<file path="src/rtl/division.sv">
// Sequential restoring divider: out = floor((a << W) / b), Q(W).(W) result.
// One quotient bit per cycle, MSB first; b = 0 yields all ones.
module division #(
  parameter int W = 8
) (
  input  logic           clk,
  input  logic           rst,
  input  logic           start,
  input  logic [W-1:0]   a,
  input  logic [W-1:0]   b,
  output logic [2*W-1:0] out,
  output logic           valid,
  output logic           busy
);

  localparam int CW = $clog2(2 * W);
  localparam logic [CW-1:0] LAST = CW'(2 * W - 1);

  typedef enum logic {IDLE, RUN} state_t;

  state_t          r_state;
  logic [CW-1:0]   r_cnt;
  logic [W:0]      r_rem;
  logic [2*W-1:0]  r_dvd;
  logic [2*W-1:0]  r_quo;
  logic [W-1:0]    r_b;
  logic [2*W-1:0]  r_out;
  logic            r_valid;
  logic            r_busy;

  logic [W:0]      w_sh;
  logic            w_ge;
  logic [W:0]      w_rem_nxt;
  logic [2*W-1:0]  w_quo_nxt;

  // A set top remainder bit only arises with b = 0, where every bit is 1.
  assign w_sh      = {r_rem[W-1:0], r_dvd[2*W-1]};
  assign w_ge      = r_rem[W] | (w_sh >= {1'b0, r_b});
  assign w_rem_nxt = w_ge ? (w_sh - {1'b0, r_b}) : w_sh;
  assign w_quo_nxt = {r_quo[2*W-2:0], w_ge};

  assign out   = r_out;
  assign valid = r_valid;
  assign busy  = r_busy;

  always_ff @(posedge clk or posedge rst) begin
    if (rst) begin
      r_state <= IDLE;
      r_cnt   <= '0;
      r_rem   <= '0;
      r_dvd   <= '0;
      r_quo   <= '0;
      r_b     <= '0;
      r_out   <= '0;
      r_valid <= 1'b0;
      r_busy  <= 1'b0;
    end else begin
      r_valid <= 1'b0;
      unique case (r_state)
        IDLE: begin
          if (start) begin
            r_b     <= b;
            r_dvd   <= {a, {W{1'b0}}};
            r_rem   <= '0;
            r_quo   <= '0;
            r_cnt   <= '0;
            r_busy  <= 1'b1;
            r_state <= RUN;
          end
        end
        RUN: begin
          r_rem <= w_rem_nxt;
          r_dvd <= r_dvd << 1;
          r_quo <= w_quo_nxt;
          r_cnt <= r_cnt + CW'(1);
          if (r_cnt == LAST) begin
            r_out   <= w_quo_nxt;
            r_valid <= 1'b1;
            r_busy  <= 1'b0;
            r_state <= IDLE;
          end
        end
        default: r_state <= IDLE;
      endcase
    end
  end

endmodule

</file>
<file path="config.mk">
export PLATFORM = sky130hd
export DESIGN_NAME = division
export DESIGN_NICKNAME = d
export VERILOG_FILES = /design/src/rtl/division.sv
export SDC_FILE = /design/constraint.sdc
export NUM_CORES = 1
export LEC_CHECK = 0
export ABC_AREA = 1
export BUFFER_PORTS_ARGS = -buffer_cell sky130_fd_sc_hd__buf_2
export CORE_MARGIN = 2
export CORE_UTILIZATION = 50
export DETAILED_ROUTE_END_ITERATION = 16
export HOLD_SLACK_MARGIN = 0.12
export PLACE_DENSITY = 0.82
export SLEW_MARGIN = 20
export SYNTH_ARGS = -nofsm -noshare
export SYNTH_HDL_FRONTEND = slang
export SYNTH_SLANG_ARGS = --single-unit
export TNS_END_PERCENT = 5
</file>
<file path="constraint.sdc">
create_clock -name clk -period 2.7 [get_ports clk]
set_clock_uncertainty 0.1 [all_clocks]
set_input_delay 0.54 -clock clk [delete_from_list [all_inputs] [get_ports clk]]
set_output_delay 0.54 -clock clk [all_outputs]
set_load 0.005 [all_outputs]
</file>
### Word-level counts from Yosys, hierarchy flattened

Cells that the tools add are included.

| word-level totals | value |
|---|---|
| flip-flop bits (word level) | 71 |
| output and inout port bits | 18 |

| cells by class | value |
|---|---|
| $add $sub $neg | 2 |
| order comparisons | 1 |
| equality and inequality tests | 3 |
| multiplexer cells | 17 |
| bitwise gates (word level) | 2 |
| reductions and logical operators | 3 |

Operators with widths:

| kind | number |
|---|---|
| 16-bit one-hot mux with 2 select lines | 1 |
| 15-bit one-hot mux with 2 select lines | 1 |
| 9-bit 2-to-1 mux | 2 |
| 9-bit one-hot mux with 2 select lines | 1 |
| 16-bit 2-to-1 mux | 1 |
| 15-bit 2-to-1 mux | 1 |
| 9-bit by 8-bit >= comparator with 1-bit output | 1 |
| 9-bit by 8-bit subtractor with 9-bit output | 1 |
| 4-bit one-hot mux with 2 select lines | 1 |
| 1-bit 2-to-1 mux | 6 |
| 2-bit AND reduction | 3 |
| 4-bit by 1-bit adder with 4-bit output, second input constant | 1 |
| 4-bit == test, second input constant | 1 |
| 4-bit 2-to-1 mux | 1 |
| 1-bit one-hot mux with 2 select lines | 2 |
| 2-bit by 1-bit inequality test with 1-bit output, second input constant | 1 |
| 2-bit inequality test, second input constant | 1 |
| 1-bit inverter | 1 |
| 1-bit OR | 1 |

### Logic depth before layout (Yosys ltp)

| depth | value |
|---|---|
| depth in word-level cells | 4 |
| gate-level depth with buffers | 12 |
| mapped depth without buffers | 12 |

### Worst setup path after synthesis

Ideal clock, no wire load.

| timing path | value |
|---|---|
| path kind | register to register |
| from | reg r_dvd[15] |
| to | reg r_rem[8] |
| setup time | 117 ps |
| arrival | 1,535 ps |
| data required time | 2,483 ps |
| slack | 948 ps |
| stages on the path, launching flop included | 10 |
| path buffers | 0 |
| clock period less this slack | 1,752 ps |
| path through | dfrtp_1 inv_1 ha_1 fa_1 o21ai_0 nand2_1 nand2_1 nand2_1 nand2_1 o21ai_2 |

| on the way | value |
|---|---|
| word-level cells in the longest chain between the ends | 4 |
| elaborated cells on any way between the ends | 5 |
| classes of those cells | 1 x add/sub; 1 x order compare; 2 x mux; 1 x bitwise |

Ends and longest elaborated chain:

| item | RTL line | source |
|---|---|---|
| start: declaration | 24 | `logic [2*W-1:0] r_dvd;` |
| start signal: assignment | 63 | `r_dvd <= {a, {W{1'b0}}};` |
| start signal: assignment | 73 | `r_dvd <= r_dvd << 1;` |
| 9-bit by 8-bit >= comparator with 1-bit output | 38 | `assign w_ge = r_rem[W] \| (w_sh >= {1'b0, r_b});` |
| 1-bit OR | 38 |  |
| 9-bit 2-to-1 mux * | 39 | `assign w_rem_nxt = w_ge ? (w_sh - {1'b0, r_b}) : w_sh;` |
| 9-bit one-hot mux with 2 select lines * | 59 | `unique case (r_state)` |
| end signal: assignment | 72 | `r_rem <= w_rem_nxt;` |
| end: declaration | 23 | `logic [W:0] r_rem;` |

Mark *: on every way between the ends. The rest lies on a longest branch, timed or not.
A chain may end at the register's enable or synchronous reset.

### Worst setup path after layout

Ends and elaborated chain as after synthesis.

==> flow_summary.yaml <==
worst_setup_path:
  worstPathArrival_ns: 2.15
  endpoint_kind: "register"
  cpMostUsedCell: "nand2_1"
  cp_cell_sequence: "inv_1 > ha_1 > fa_1 > o21ai_0 > nand2_1 > nand3_1 > nand2_1 > o21ai_2"
  cp_max_fo: 3
  regToRegStartpoint: "r_dvd[15]$_DFFE_PP0P_"
  startpoint_type: "register"
  slowest_delay_ns: 0.41
  cp-startpoint: "r_dvd[15]$_DFFE_PP0P_"
  critical_path_required_ns: 2.87
  crit_type: "reg -> reg"
  slowest_stage: "fa_1"
global_routing:
  grt_max_degree: 64
  grt_pass1_wl_um: 9360
  grt_pass1_vias: 2166
  grt-ovfl-total: 0
  antenna_found_initial: 0
  track_usage_pct: 19.1
sta:
  post-route-period-util_pct: 73.3
  worstMarginPinSlew_ns: 0.629
  setup_viol: 0
  finalSetupTns_ns: 0
  rsz0062_at_grt: "no"
  max-slew-margin-rel_pct: 58.0
  fin_crit_ns: 1.98
  hold_ws_ns: 0.141
  final-hold-violation-count: 0
  maxClockFrequency_mhz: 505
  final-max-slew-violation-count: 0
synth:
  yosys.area.top_type: "dfrtp_1"
  yosysTopAreaCellShare_pct: 54.6
  syn_area_mm2: 0.00289
  ys_seq_elements: 63
  ys_types: 30
  synthFlopType: "dfrtp_1"
  synth-async-reset-ratio_pct: 100
  syn_nets: 365
  syn_inst: 336
  synth_edf_count: 0
  ys_warn_count: 0
  synth.area.top_cells: "dfrtp_1, nand2_1, inv_1"
  syn_avg_cell_area_um2: 8.60
  yosysSeqAreaShare_pct: 54.6
floorplan:
  start_util_pct: 52.1
  dieArea_mm2: 0.00640
  std_cell_rows: 27
  io_pins: 37
  die_x_um: 80.0
  core_area_mm2: 0.00554
  fp.dieH_um: 80.0
clock_tree:
  clock-root-buffer: "clkbuf_8"
  cts_buffers: 9
  cts.sinks: 63
  cts_max_level: 3
  clk_pin_slew_ns: 0.08
  postCtsSetupRepairBufs: 0
  holdBufCountCts: 0
  cts_buffer_depth: 2
  worst_skew_pair.late_latency_ns: 0.34
  cts_resized: 0
  cts_tree: "built"
finish:
  nets: 406
  area_delta_synth_final_pct: 16.2
  num_antenna_cells: 0
  layout-drive-gt1-share_pct: 17.3
  instances_no_fill: 454
placed_design:
  portBuffers: 36
  numPlacedInstances: 438
  place_hpwl_um: 3730
  gp_congestion: 0.843
outcome:
  status: "complete, no violations"
pwr:
  pwr-share-clk_pct: 17.4
  power.switching_uw: 1930
  p_per_area_mw_per_mm2: 1380
  p_sw_share_pct: 41.8
  p_seq_share_pct: 34.4
  ir_worst_vdd_uv: 750
  p_leak_uw: 0.00180
  p_comb_share_pct: 48.1
  total_power_uw: 4620
  power.internal_uw: 2690
route:
  post-route-drc-count: 0
  vias: 2276
  ant_nets: 0
  vias_per_cell: 5.01
  drtPass1Iterations: 4
  drtIter0Drc: 98
  wirelength_um: 5540
  wl_per_cell_um: 12.2
job:
  maxCapViolCount: 0
min_path:
  hp-class: "in -> async"
[synthesized netlist by cell type, types with 3 or more instances]
library cell,instances
a21oi_1,3
nand2_1,103
inv_1,47
o22ai_1,14
buf_2,6
o21ai_0,26
dfrtp_1,63
nand3_1,27
ha_1,9
clkbuf_1,4
nor2_1,9
[cells in the final DEF (no fill, tap or decap), types with 2 or more instances in the layout]
cell type	count
ha_1	9
o21ai_0	26
clkinv_2	2
inv_2	2
nand2_2	2
o22ai_1	14
a22o_1	2
clkbuf_8	9
buf_2	36
a21oi_1	3
nand3_1	27
inv_1	46
nand4_1	2
dfrtp_1	63
nor3_1	2
nand2_1	103
buf_4	4
clkinvlp_4	3
nand2_4	2
nor2_1	9
xor2_1	2
[per-layer routing]
metal	vias to the layer above	GRT usage [%]	part of all wire (%)
met1	1055	22.5	46
met2	64	32.6	48
met3	6	6.56	5.2
met4	0	6.27	0.72
met5	-	0	0
li1	1151	-	-
[cell families (layout without fill, tap and decap cells)]
logic type               count (synthesis)  after routing  share of synthesized area [%]
flip-flops                              63             63                           54.6
AND/OR/NAND/NOR                        151            151                           22.1
XOR/XNOR                                 3              3                          0.910
adder cells (fa/ha/maj)                 10             10                           4.59
AO/OA/AOI/OAI                           50             50                           9.87
buffers and inverters                   59            105                           7.93
[cell type report]
type / instances / area, µm²
repair buffers: 41 / 230
fillers: 484 / 2180
clock buffers: 9 / 124
inverters: 48 / 180
multi-input cells: 214 / 1080
flip-flops and latches: 63 / 1580
clock inverters: 7 / 71.3
well taps: 72 / 90.1
[worst max-delay path: cells and delay by family, from the launching register on]
kind,cells,cell delay (ns)
buffers and inverters,1,0.06
AND/OR/NAND/NOR,3,0.34
AO/OA/AOI/OAI,2,0.44
flip-flops,1,0.32
adder cells (fa/ha/maj),2,0.64
[path summary, 6_finish.rpt]
kind,slack [ns],end,cells after the start
worst min register to register,0.38,out[15]$_DFFE_PP0P_,2
worst max register to register,0.72,r_rem[8]$_DFFE_PP0P_,8
min in group clk,0.30,r_b[4]$_DFFE_PP0P_,3
worst max-delay path,0.72,r_rem[8]$_DFFE_PP0P_,8
max in group asynchronous,2.08,r_b[0]$_DFFE_PP0P_,3
worst min-delay path,0.14,out[6]$_DFFE_PP0P_,3
[metrics by stage]
stage	worst slack, ns	instance area, µm²	util, %
after floorplan	0.490	2890	-
after global placement	0.865	3160	57.0
after detailed placement	0.807	3160	57.0
after CTS	0.757	3360	60.6
after global routing	0.665	3360	60.6
final	0.722	3360	60.6
[flip-flops by register name, summed over array words and instances (netlist names)]
name	count
r_cnt	4
r_b	8
r_dvd	8
r_quo	15
r_state	1
valid	1
busy	1
r_rem	9
out	16
[power by group through the flow]
stage	combinational [µW]	clock, µW	sequential, µW
finish	2230	806	1590
floorplan	1690	0	1580
global route	2580	865	1640
CTS	2230	823	1590
detailed placement	2210	0	1610
global placement	2140	0	1590
Power figures use the tool's default switching activity.
